## src/rtl/stopwatch_log.sv

```systemverilog
// stopwatch_log: timestamped event log behind the stopwatch FSM.
// Each rising edge of `valid` stores {optiune, time_in} into a 2^ADDR_SIZE
// entry FIFO; entries are read back one per rd_req cycle with one cycle of
// latency. fsm_reset empties the log.
// Optional feature macro: LOG_OVERWRITE_EN -- when defined, a capture into a
// full log evicts the oldest entry; otherwise the new capture is dropped.
// In both modes the sticky overflow flag is set.
module stopwatch_log #(
    parameter int ADDR_SIZE = 4,
    parameter int TIME_W    = 14,
    parameter int TAG_W     = 3
) (
    input  logic                      clk,
    input  logic                      rst,
    input  logic                      valid,
    input  logic                      fsm_reset,
    input  logic [TAG_W-1:0]          optiune,
    input  logic [TIME_W-1:0]         time_in,
    input  logic                      rd_req,
    output logic [TAG_W+TIME_W-1:0]   rd_data,
    output logic                      rd_valid,
    output logic                      rd_err,
    output logic [ADDR_SIZE:0]        count,
    output logic                      empty,
    output logic                      full,
    output logic                      overflow
);

    localparam int DEPTH   = 1 << ADDR_SIZE;
    localparam int ENTRY_W = TAG_W + TIME_W;
    localparam logic [ADDR_SIZE:0] DEPTH_CNT = (ADDR_SIZE + 1)'(DEPTH);

    logic [ENTRY_W-1:0]   mem [DEPTH];
    logic [ADDR_SIZE-1:0] wr_ptr;
    logic [ADDR_SIZE-1:0] rd_ptr;
    logic                 valid_q;

    logic capture;
    logic rd_accept;
    logic rd_reject;
    logic cap_store;
    logic cap_full;
    logic mem_we;
    logic evict;

    // Status flags decoded from the registered entry count
    always_comb begin
        empty = (count == '0);
        full  = (count == DEPTH_CNT);
    end

    // Decode this cycle's capture/read actions; fsm_reset suppresses both
    always_comb begin
        capture   = valid & ~valid_q;
        rd_accept = rd_req & ~empty & ~fsm_reset;
        rd_reject = rd_req &  empty & ~fsm_reset;
        // A read in the same cycle frees a slot, so a full log still accepts
        cap_store = capture & ~fsm_reset & (~full | rd_accept);
        cap_full  = capture & ~fsm_reset & full & ~rd_accept;
        mem_we    = cap_store;
        evict     = 1'b0;
`ifdef LOG_OVERWRITE_EN
        // Full log: overwrite the oldest slot (wr_ptr == rd_ptr when full)
        if (cap_full) begin
            mem_we = 1'b1;
            evict  = 1'b1;
        end
`endif
    end

    // Log storage: single write port, contents are not reset
    always_ff @(posedge clk) begin
        if (mem_we && !rst) begin
            mem[wr_ptr] <= {optiune, time_in};
        end
    end

    // Pointers, count, flags and the registered read port
    always_ff @(posedge clk) begin
        if (rst) begin
            wr_ptr   <= '0;
            rd_ptr   <= '0;
            count    <= '0;
            overflow <= 1'b0;
            rd_data  <= '0;
            rd_valid <= 1'b0;
            rd_err   <= 1'b0;
            valid_q  <= 1'b0;
        end else begin
            valid_q  <= valid;
            rd_valid <= 1'b0;
            rd_err   <= 1'b0;
            if (fsm_reset) begin
                wr_ptr   <= '0;
                rd_ptr   <= '0;
                count    <= '0;
                overflow <= 1'b0;
            end else begin
                if (rd_accept) begin
                    rd_data  <= mem[rd_ptr];
                    rd_valid <= 1'b1;
                end
                if (rd_reject) begin
                    rd_err <= 1'b1;
                end
                if (rd_accept || evict) begin
                    rd_ptr <= rd_ptr + 1'b1;
                end
                if (mem_we) begin
                    wr_ptr <= wr_ptr + 1'b1;
                end
                if (cap_full) begin
                    overflow <= 1'b1;
                end
                case ({cap_store, rd_accept})
                    2'b10:   count <= count + 1'b1;
                    2'b01:   count <= count - 1'b1;
                    default: count <= count;
                endcase
            end
        end
    end

endmodule

```

## config.mk

```make
export PLATFORM = sky130hd
export DESIGN_NAME = stopwatch_log
export DESIGN_NICKNAME = d
export VERILOG_FILES = /design/src/rtl/stopwatch_log.sv
export SDC_FILE = /design/constraint.sdc
export NUM_CORES = 1
export LEC_CHECK = 0
export CELL_PAD_IN_SITES_DETAIL_PLACEMENT = 0
export CELL_PAD_IN_SITES_GLOBAL_PLACEMENT = 1
export CORE_MARGIN = 1
export CORE_UTILIZATION = 48
export DETAILED_ROUTE_END_ITERATION = 10
export DONT_BUFFER_PORTS = 1
export GPL_TIMING_DRIVEN = 0
export PLACE_DENSITY_LB_ADDON = 0.15
export SYNTH_ARGS = -nofsm -noshare
export SYNTH_HDL_FRONTEND = slang
export SYNTH_SLANG_ARGS = --single-unit
```

## constraint.sdc

```tcl
create_clock -name clk -period 8.3 [get_ports clk]
set_input_delay 1.245 -clock clk [delete_from_list [all_inputs] [get_ports clk]]
set_output_delay 1.245 -clock clk [all_outputs]
set_load 0.005 [all_outputs]
```

Word level (Yosys, flattened, before mapping):

Memories as Yosys holds them, arrays and structs flattened. A register that Yosys moved wholly into a read port is not among the register bits.
Cells that the tools add are included.

* bits in writable memories: 272
* output and inout port bits: 27
* memories kept: 1
* register bits after elaboration: 17

* bitwise gates (word level): 15
* equality and inequality tests: 3
* muxes and demuxes: 5
* reduce and logical (&&, ||, !) cells: 6
* add/sub/neg operators: 4

Memory list
* mem: depth 16, bits a word 17, read ports 1, clocked after memory_dff 1, write ports 1, line 33 `logic [ENTRY_W-1:0] mem [DEPTH];`

Operators by type and width (number)
* $pmux W5 S2: 1
* $and A1 B1 Y1: 9
* $add A4 B1 Y4 const B: 2
* $add A5 B1 Y5 const B: 1
* $eq A5 B5 Y1 const B: 1
* $logic_not A5 Y1: 1
* $not A1 Y1: 5
* $sub A5 B1 Y5 const B: 1
* $mux W1: 4
* $eq A2 B1 Y1 const B: 1
* $eq A2 B2 Y1 const B: 1
* $reduce_and A2 Y1: 1
* $reduce_bool A2 Y1: 1
* $reduce_or A2 Y1: 1
* $logic_and A1 B1 Y1: 1
* $logic_not A1 Y1: 1
* $or A1 B1 Y1: 1

Longest topological paths before layout:

Gate-level depths: netlist of run 1.

* depth after elaboration: 9
* mapped depth: 9
* mapped depth without buffers: 9

Worst setup path after synthesis of run 1:

No wires, ideal clock.

* path kind: input -> register
* start: in rd_req
* end: reg count[4]
* cell stages on the path: 8
* buffers on the path: 0
* arrival time: 3451 ps
* slack: 4769 ps
* setup time: 80 ps
* cell sequence: or2b_2 a211oi_1 ha_1 nor2b_1 o21a_1 or4_1 nand3_1 nor3b_1

* longest elaborated chain between the ends: 6

RTL lines
* start, declared: line 19 `input logic rd_req,`
* $and A1 B1 Y1 (*) (2 in series): line 55 `rd_accept = rd_req & ~empty & ~fsm_reset;`
* $or A1 B1 Y1: line 58 `cap_store = capture & ~fsm_reset & (~full | rd_accept);`
* $and A1 B1 Y1: line 58
* $eq A2 B1 Y1 / $eq A2 B2 Y1 (equally long branches): line 115 `case ({cap_store, rd_accept})`
* $pmux W5 S2 / $reduce_bool A2 Y1 (equally long branches)
* end signal, assigned: line 116 `2'b10: count <= count + 1'b1;`
* end signal, assigned: line 117 `2'b01: count <= count - 1'b1;`
* end signal, assigned: line 118 `default: count <= count;`
* end, declared: line 23 `output logic [ADDR_SIZE:0] count,`

Every way passes the cells marked *; elsewhere a longest branch is shown, timed or not.
A chain may end at the register's enable or synchronous reset.

Final worst setup path of run 1:

Same ends and word-level chain as after synthesis.

==> impl_metrics.csv, run 1 <==
group,metric,value,unit
status,status,"finished clean",
die,die_area,25200,µm²
place,io_buffers,0,
timing,setup_ws,5.079,ns
synth,syn_inst,708,
die,rows,56,
critical_path,startpoint_type,"input port",
final_layout,area_growth,14.56,%
clock_tree,cts_setup_buffers,0,
die,die_x,158.7,µm
die,start_util,49.64,%
global_route,grt_overflow_total,0,
timing,setup_viol,0,
synth,synth_warnings,0,
synth,yosysSeqAreaShare,75.04,%
clock_tree,ctsRootBufferMaster,"clkbuf_16",
critical_path,reg2reg_slack,5.44,ns
power_and_ir_drop,share_seq_of_total_power,54.9,%
place,dp.cells,1043,
global_route,grt_max_degree,17,
synth,syn_area,11790,µm²
clock_tree,hold_buffers,0,
final_layout,antenna_cells,0,
global_route,antenna_found_initial,0,
power_and_ir_drop,switching_share,19.20,%
timing,hold_viol_final,0,
critical_path,cp.required,8.79,ns
timing,rsz0062_at_grt,"false",
clock_tree,clk_latency,0.57,ns
timing,clock-skew-final,0.01306,ns
routing,dr.pass1.iters,5,
power_and_ir_drop,combPwrFrac,1.1,%
power_and_ir_drop,switching_power,589.8,µW
timing,finalCritPeriodShare,38.80,%
timing,tightest_slew,1.007,ns
routing,ant_nets,0,
routing,drt_iter0_drc,481,
power_and_ir_drop,p_int,2.482,mW
clock_tree,cts.sinks,306,
critical_path,cp-end-kind,"flop",
place,place_congestion,0.7910,
clock_tree,cts_resized,0,
synth,yosysTopAreaCellShare,69.27,%
place,dpl.hpwl,18660,µm
timing,min_period,3.221,ns
critical_path,critPathCapture,"count[4]",
timing,tns,0,ns
clock_tree,htree_levels,1,
synth,synth.distinct_cells,39,
power_and_ir_drop,pwr-share-clk,44.0,%
clock_tree,cts_buffers,31,
critical_path,r2r.worst_path.cells,7,
synth,yosysTopAreaCell,"edfxtp_1",
power_and_ir_drop,vdd_drop_max,0.1646,mV
power_and_ir_drop,leakage,4.052,nW
place,dp_slack,4.519,ns
routing,drc_errors,0,
global_route,grt_pass1_wl,39230,µm
timing,slew_viol_final,0,
die,io_pins,49,
routing,drt_wl_total,26980,µm
routing,vias,6345,
global_route,track_usage,21.41,%
synth,syn-num-nets,739,
routing,wire_per_inst,24.52,µm
worst_hold_path,hold_path.class,"reg -> reg",
clock_tree,cts_tree,"yes",
critical_path,r2r-end,"rd_data[15]",
routing,vias_per_cell,5.768,
global_route,grt_pass1_vias,6250,
flow_run,drv_cap,0,
synth,synth-seq-cells,306,
critical_path,critPathMaxFanout,5,
die,core-area,23750,µm²
critical_path,startpoint,"rd_req",
final_layout,utilization,56.87,%
synth,synthTopCellsByArea,"edfxtp_1 (69%), mux2i_1 (12%), dfxtp_1 (5.8%)",
critical_path,r2r_start,"rd_ptr[0]",
final_layout,stdcell_count,1100,
clock_tree,cts_buffer_depth,3,
final_layout,finalNetCount,788,
timing,max_freq,0.3105,GHz
clock_tree,path_clk_slew,0.06,ns
timing,whs,0.5090,ns
critical_path,criticalPathCategory,"in -> reg",
power_and_ir_drop,p_per_area,227.4,nW/µm²
final_layout,drive_gt1_share,13.83,%
synth,syn_avg_cell_area,16.65,µm²
critical_path,arrival,3.71,ns
timing,relSlewSlack,32.84,%
die,die_h,158.7,µm
[registers in the layout, indices dropped and copies added (netlist names)]
signal    flops
rd_ptr        4
valid_q       1
wr_ptr        4
count         5
mem         272
overflow      1
rd_data      17
rd_err        1
rd_valid      1
[cells by family (layout without fill, tap and decap cells)]
group                    after synthesis  count (layout)  synth area share, %
XOR/XNOR                               9               9               0.6685
adder cells (fa/ha/maj)                9               9                1.019
AND/OR/NAND/NOR                      103             103                4.287
flip-flops                           306             306                75.04
multiplexers                         138             138                11.71
AO/OA/AOI/OAI                         99              99                5.603
buffers and inverters                 44             117                1.666
[worst min path at each step]
stage                 from          end  slack, ns  cells after the start
6_report          overflow     overflow       0.51                      2
5_1_grt        rd_data[11]  rd_data[11]       0.55                      2
4_1_cts           overflow     overflow       0.51                      2
3_5_place_dp      overflow     overflow       0.50                      2
3_3_place_gp      overflow     overflow       0.49                      2
2_1_floorplan     overflow     overflow       0.46                      2
[routing by layer]
metal  vias up  routed length (µm)  global-route usage (%)
met5         -                   0                       0
met4         0                 504                   5.869
met3        40                1475                   4.049
met2       177               13270                   35.96
met1      3239               11730                   28.46
li1       2889                   -                       -
[critical path: stages]
cell and delay, ns:
or2b_2 0.31, a211oi_1 0.71, ha_1 0.40, nor2b_1 0.15, o21a_1 0.17, or4_1 0.43, nand3_1 0.10, nor3b_1 0.18
[power by group through the flow]
stage / combinational (mW) / sequential [mW] / clock (mW)
after CTS: 0.0350 / 1.69 / 1.37
after global routing: 0.0380 / 1.69 / 1.44
after detailed placement: 0.0348 / 1.72 / 0
after global placement: 0.0325 / 1.72 / 0
final: 0.0346 / 1.69 / 1.35
after floorplan: 0.0246 / 1.72 / 0
[cells in the mapped netlist]
master    count
nor2b_1       3
nand4_1       2
a21o_1        1
buf_2        16
buf_6         1
xnor2_1       5
nand2_1      11
fa_1          1
or3_1         2
nand3_1       2
or4_1         1
or2b_2        1
or2_2         1
a31oi_1       1
dfxtp_1      34
o21a_1        1
and2b_2       1
o21ai_2       1
a211oi_2      1
o31a_1        1
o22ai_1      68
ha_1          8
nor3b_1       2
buf_4         1
mux2i_1     138
nand3b_1      4
or3b_2        1
or4_4         1
edfxtp_1    272
xor2_1        4
o211ai_1      1
inv_1         6
buf_1         2
clkbuf_1     18
a211oi_1     18
a21oi_4       1
nor2_1       52
a21oi_1       5
nor4_1       19
[per-stage QoR]
step	power (mW)	area (µm²)
floorplan	1.742	11790
global placement	1.751	12190
detailed placement	1.753	12500
CTS	3.090	13510
global route	3.161	13510
finish	3.072	13510
[cell usage in the layout (no fill, tap or decap), types with 18 or more instances in the layout]
| cell type | instances |
|---|---|
| a211oi_1 | 18 |
| clkbuf_1 | 24 |
| clkbuf_16 | 31 |
| dfxtp_1 | 34 |
| edfxtp_1 | 272 |
| mux2i_1 | 138 |
| nor2_1 | 36 |
| nor4_1 | 19 |
| o22ai_1 | 68 |
[area by class of cell]
type / count / area (µm²)
buffer: 38 / 173.9
clock buffer: 41 / 853.3
clock inverter: 16 / 158.9
fill: 1811 / 10240
inverter: 6 / 22.52
multi-input combinational: 358 / 2786
sequential: 306 / 8848
tap: 319 / 399.1
timing repair buffer: 16 / 265.3
No activity file was read; power rests on OpenSTA's default activity.
==> inputs of run 2 (changes only) <==
- ABC_AREA: default -> 1
- CORE_UTILIZATION: 48 -> 46
- clock period: 8.3 -> 2.9 ns (I/O delays scaled with it)
==> impl_metrics.csv, run 2 <==
group,metric,value,unit
final_layout,drive_gt1_share,10.24,%
critical_path,critPathBufInv,1,
synth,syn_area,13100,µm²
synth,syn-num-nets,1312,
clock_tree,path_clk_slew,0.06,ns
synth,synth_xor_xnor_area_share,0.2675,%
synth,synth_top_family_by_area,"simple AND/OR/NAND/NOR gates",
routing,drt_iter0_drc,822,
power_and_ir_drop,leakage,6.240,nW
routing,vias_per_cell,4.995,
timing,tightest_slew,0.9813,ns
routing,ant_nets,0,
timing,setup_viol,0,
clock_tree,cts.sinks,306,
die,start_util,46.89,%
global_route,grt_max_degree,18,
synth,syn_avg_cell_area,10.22,µm²
critical_path,cp_top_family,"simple AND/OR/NAND/NOR gates",
place,placed_cell_area,13860,µm²
critical_path,r2r_start,"count[2]",
place,place_congestion,0.8003,
final_layout,stdcell_count,1736,
die,core-area,27930,µm²
clock_tree,hold_buffers,1,
final_layout,top_register,"mem",
synth,synth-seq-cells,306,
clock_tree,cts_tree,"yes",
critical_path,r2r.worst_path.cells,6,
synth,yosysTopAreaCellShare,62.36,%
critical_path,critPathMaxFanout,17,
final_layout,finalNetCount,1363,
timing,clock-skew-final,0.01534,ns
routing,vias,8672,
power_and_ir_drop,p_per_area,637.4,nW/µm²
worst_hold_path,min_to,"mem[11][10]",
status,status,"finished clean",
critical_path,arrival,2.44,ns
final_layout,area_growth,14.84,%
synth,synthFlopType,"edfxtp_1",
global_route,grt_overflow_total,0,
clock_tree,htree_levels,2,
synth,syn_inst,1281,
synth,synth-edff-count,272,
final_layout,final_common_cell,"nand2_1",
synth,synthTopCellsByArea,"edfxtp_1 (62%), nand2_1 (12%), nand3_1 (7.6%)",
place,dpl.hpwl,22750,µm
synth,synth-async-reset-ratio,0,%
routing,drt_wl_total,33300,µm
critical_path,criticalPathCategory,"reg -> reg",
critical_path,reg2reg_slack,0.59,ns
global_route,grt_pass1_wl,49710,µm
timing,hold_viol_final,0,
synth,synthMuxAreaShare,0,%
die,io_pins,49,
timing,max_freq,0.4321,GHz
clock_tree,cts_buffer_depth,3,
die,die_area,29150,µm²
place,io_buffers,0,
timing,tns,0,ns
critical_path,cp.required,3.02,ns
synth,yosysSeqAreaShare,67.56,%
final_layout,mostFrequentLayoutCells,"nand2_1 (411), edfxtp_1 (272), nand3_1 (198)",
timing,slew_viol_final,0,
clock_tree,cts_buffers,34,
worst_hold_path,hold_path.class,"in -> reg",
die,die_x,170.7,µm
final_layout,antenna_cells,0,
final_layout,fill_cells,2515,
clock_tree,cts_setup_buffers,0,
critical_path,r2r-end,"mem[0][1]",
critical_path,startpoint_type,"flop",
timing,relSlewSlack,34.51,%
clock_tree,clk_latency,0.51,ns
synth,synth_fa_ha_area_share,0.9171,%
worst_hold_path,whs_path_depth,0,
timing,rsz0062_at_grt,"false",
synth,synth.distinct_cells,31,
worst_hold_path,min-delay-start,"time_in[10]",
routing,wire_per_inst,19.18,µm
synth,yosysTopAreaCell,"edfxtp_1",
critical_path,cpPeakStageDelay,0.79,ns
flow_run,drv_cap,0,
global_route,grt_pass1_vias,8240,
synth,synth.most_common_cell,"nand2_1",
synth,synthSimpleGateAreaFrac,21.87,%
global_route,antenna_found_initial,0,
synth,synth_compound_area_share,1.452,%
clock_tree,ctsRootBufferMaster,"clkbuf_16",
clock_tree,cts_resized,0,
critical_path,cp-end-kind,"flop",
critical_path,path_cells,"nor2_2, nand3_1, o21ai_2, inv_2, nand2_1, nor2_2",
final_layout,largest_reg_flops,272,
routing,drc_errors,0,
power_and_ir_drop,vdd_drop_max,0.5325,mV
synth,synth_warnings,0,
critical_path,critPathMostFrequentCell,"nor2_2",
synth,ys_top_cells_by_count,"nand2_1 (411), edfxtp_1 (272), nand3_1 (198), inv_1 (171), nor2_1 (70)",
die,rows,61,
place,dp.cells,1673,
final_layout,largestRegisters,"mem: 272 flops, rd_data: 17 flops, count: 5 flops",
global_route,track_usage,23.68,%
routing,dr.pass1.iters,5,
final_layout,fin_area,15040,µm²
die,die_h,170.7,µm
timing,finalCritPeriodShare,79.81,%
critical_path,cp_slowest_cell,"nor2_2",
timing,min_period,2.315,ns
run 2: changes by cell type after synthesis, sizes merged, moves of 34 or more:
cell,change
buf,+34
inv,+170
nand3,+197
o22ai,-68
nand2,+403
mux2i,-138
run 2: metal layers:
| layer | global-route usage (%) | share of wire (%) | up-vias |
|---|---|---|---|
| met5 | 0 | 0 | - |
| met4 | 7.442 | 2.4 | 0 |
| met3 | 4.210 | 6.3 | 58 |
| met2 | 38.37 | 48 | 253 |
| met1 | 32.40 | 44 | 4093 |
| li1 | - | - | 4268 |
run 2: area by class of cell:
cell class / count / area, µm² / area share (%)
Tap cell: 378 / 473.0 / 3.144
Multi-Input combinational cell: 736 / 3249 / 21.60
Sequential cell: 306 / 8848 / 58.83
Clock inverter: 14 / 185.2 / 1.231
Buffer: 61 / 371.6 / 2.471
Inverter: 178 / 668.1 / 4.442
Clock buffer: 48 / 987.2 / 6.564
Timing Repair Buffer: 15 / 257.7 / 1.714
run 2: kinds of logic (layout without fill, tap and decap cells):
family                     after synthesis  in the layout
buffers and inverters                  239            316
DFF                                    306            306
AOI/OAI and AO/OA                       35             35
adders and majority gates                9              9
xor gates and xnor gates                 4              4
and+or+nand+nor                        688            688
run 2: worst register-to-register path, stage by stage, from the launching register on:
cell and delay, ns:
dfxtp_1 0.43, nor2_2 0.10, nand3_1 0.14, o21ai_2 0.15, inv_2 0.14, nand2_1 0.17
nor2_2 0.79
run 2: how the worst max path moves through the flow:
stage               depth (start not counted)     start  slack (ns)    endpoint
finish                                      6  count[2]        0.59   mem[0][1]
global route                                6  count[1]        0.42   mem[0][1]
CTS                                         6  count[1]        0.56   mem[0][1]
detailed placement                          5       rst        0.34   mem[7][5]
floorplan                                   4       rst        0.72  mem[12][0]
global placement                            4       rst       -0.41   mem[7][5]
run 2: where the power goes:
part / internal, mW / switching (mW) / total (mW)
clock network: 2.81 / 1.69 / 4.50
registers: 4.82 / 0.0198 / 4.84
logic: 0.0744 / 0.167 / 0.241
run 2: stage by stage:
stage	hold slack (ns)	util (%)	setup slack (ns)	total power, mW
3_5_place_dp	0.4945	49.61	0.3441	5.175
5_1_grt	0.0006455	53.84	0.4213	9.839
3_3_place_gp	0.4875	48.58	-0.4126	5.171
4_1_cts	0.0008066	53.84	0.5644	9.654
6_report	0.01595	53.84	0.5855	9.586
2_1_floorplan	0.4605	-	0.7167	5.098
==> inputs of run 3 (changes only) <==
- CORE_UTILIZATION: 46 -> 48
- clock period: 2.9 -> 2.13 ns (I/O delays scaled with it)
==> impl_metrics.csv, run 3 (synthesis results as in run 2) <==
group,metric,value,unit
worst_hold_path,hold_path.class,"in -> reg",
final_layout,mostFrequentLayoutCells,"nand2_1 (410), edfxtp_1 (272), nand3_1 (197)",
final_layout,final_common_cell,"nand2_1",
global_route,grt_pass1_vias,8512,
power_and_ir_drop,combPwrFrac,3.5,%
routing,drt_iter0_drc,801,
critical_path,criticalPathCategory,"reg -> reg",
die,rows,60,
timing,tns,0,ns
critical_path,r2r_start,"count[2]",
power_and_ir_drop,vdd_drop_max,0.7776,mV
worst_hold_path,whs_path_depth,3,
critical_path,startpoint,"count[2]",
die,die_area,27950,µm²
place,dpl.hpwl,21820,µm
final_layout,area_growth,15.85,%
final_layout,largest_reg_flops,272,
timing,clock-skew-final,0.008195,ns
power_and_ir_drop,share_seq_of_total_power,51.8,%
final_layout,drive_gt1_share,10.73,%
timing,slew_viol_final,0,
global_route,grt_max_degree,18,
routing,drc_errors,0,
critical_path,critPathMaxFanout,11,
worst_hold_path,min_to,"rd_err",
clock_tree,cts_buffers,34,
power_and_ir_drop,pwr-share-clk,44.7,%
status,status,"finished clean",
final_layout,fin_area,15170,µm²
critical_path,r2r.worst_path.cells,7,
timing,hold_viol_final,0,
clock_tree,htree_levels,2,
critical_path,critPathBufInv,2,
die,io_pins,49,
timing,finalCritPeriodShare,95.15,%
global_route,grt_overflow_total,0,
timing,min_period,2.027,ns
global_route,track_usage,24.05,%
critical_path,cp_slowest_cell,"dfxtp_1",
die,start_util,48.73,%
critical_path,startpoint_type,"flop",
clock_tree,cts_tree,"yes",
routing,vias_per_cell,5.097,
power_and_ir_drop,switching_share,20.95,%
power_and_ir_drop,p_int,10.06,mW
place,place_congestion,0.7758,
power_and_ir_drop,leakage,6.294,nW
critical_path,cp-end-kind,"flop",
final_layout,stdcell_count,1720,
final_layout,largestRegisters,"mem: 272 flops, rd_data: 17 flops, count: 5 flops",
power_and_ir_drop,switching_power,2.667,mW
critical_path,reg2reg_slack,0.10,ns
routing,wire_per_inst,18.97,µm
die,core-area,26880,µm²
final_layout,antenna_cells,0,
global_route,antenna_found_initial,0,
critical_path,path_cells,"nor2_2, nand3_1, o21ai_2, inv_2, nand2_1, nor2_4, buf_8",
final_layout,top_register,"mem",
critical_path,arrival,2.24,ns
timing,tightest_slew,0.7918,ns
critical_path,r2r-end,"mem[5][4]",
routing,vias,8766,
global_route,grt_pass1_wl,49810,µm
clock_tree,path_clk_slew,0.06,ns
timing,relSlewSlack,47.02,%
clock_tree,ctsRootBufferMaster,"clkbuf_16",
place,placed_cell_area,13770,µm²
flow_run,drv_cap,0,
critical_path,cp_top_family,"simple AND/OR/NAND/NOR gates",
timing,max_freq,0.4934,GHz
place,io_buffers,0,
place,dp.cells,1636,
critical_path,cp.required,2.34,ns
final_layout,finalNetCount,1384,
timing,rsz0062_at_grt,"true",
critical_path,cpPeakStageDelay,0.45,ns
clock_tree,clk_latency,0.50,ns
clock_tree,cts_buffer_depth,3,
clock_tree,cts.sinks,306,
routing,ant_nets,0,
routing,dr.pass1.iters,5,
power_and_ir_drop,p_per_area,838.9,nW/µm²
worst_hold_path,min-delay-start,"fsm_reset",
timing,setup_viol,0,
routing,drt_wl_total,32620,µm
die,die_x,167.2,µm
die,die_h,167.2,µm
-- run 3: worst max path at each step --
stage / end / cells past startpoint
5_1_grt: mem[14][8] / 7
3_5_place_dp: mem[6][0] / 4
2_1_floorplan: mem[12][0] / 4
6_report: mem[5][4] / 7
4_1_cts: mem[15][4] / 7
3_3_place_gp: mem[2][4] / 4
-- run 3: layout make-up --
cell class	instances	area, µm²
fill	2303	11700
timing repair buffer	36	460.4
clock buffer	53	1037
sequential	306	8850
multi-input combinational	736	3303
inverter	178	668.1
tap	341	426.7
buffer	61	371.6
clock inverter	9	56.30
-- run 3: worst register-to-register path: cells and delay by family (launching register included) --
kind | cells | cell delay, ns
compound gates | 1 | 0.13
buf+inv | 2 | 0.35
flops | 1 | 0.45
simple gates | 4 | 0.79
-- run 3: per-stage QoR --
stage	util, %	power, mW	hold slack (ns)	worst slack, ns
after floorplan	-	6.941	0.3919	0.06218
after global placement	50.32	7.040	0.3960	-0.9850
after detailed placement	51.25	7.048	0.3984	-0.3636
after CTS	56.14	12.82	0.001236	0.006489
after global routing	56.46	13.10	0.05357	-0.03317
final	56.46	12.73	0.01716	0.1034
-- run 3: power groups by stage --
stage	registers [mW]	logic [mW]	clock network (mW)
after floorplan	6.71	0.230	0
after global placement	6.72	0.321	0
after detailed placement	6.72	0.329	0
after CTS	6.59	0.444	5.78
after global routing	6.59	0.496	6.01
final	6.59	0.443	5.69
-- run 3: repair_timing --
item | CTS | global route
endpoints found under the hold margin | 274 | 0
pin swaps | 0 | 2
endpoints found under the setup margin | 66 | 129
setup buffers | 0 | 3
hold buffers | 19 | 0
gates resized for setup | 6 | 7
-- run 3: per-layer routing --
layer / routed length, µm / share of wire, % / GRT usage [%] / up-vias
met5: 0 / 0 / 0 / -
met4: 721 / 2.2 / 7.339 / 0
met3: 1756 / 5.4 / 3.356 / 45
met2: 15530 / 48 / 39.20 / 237
met1: 14620 / 45 / 33.63 / 4170
li1: - / - / - / 4314
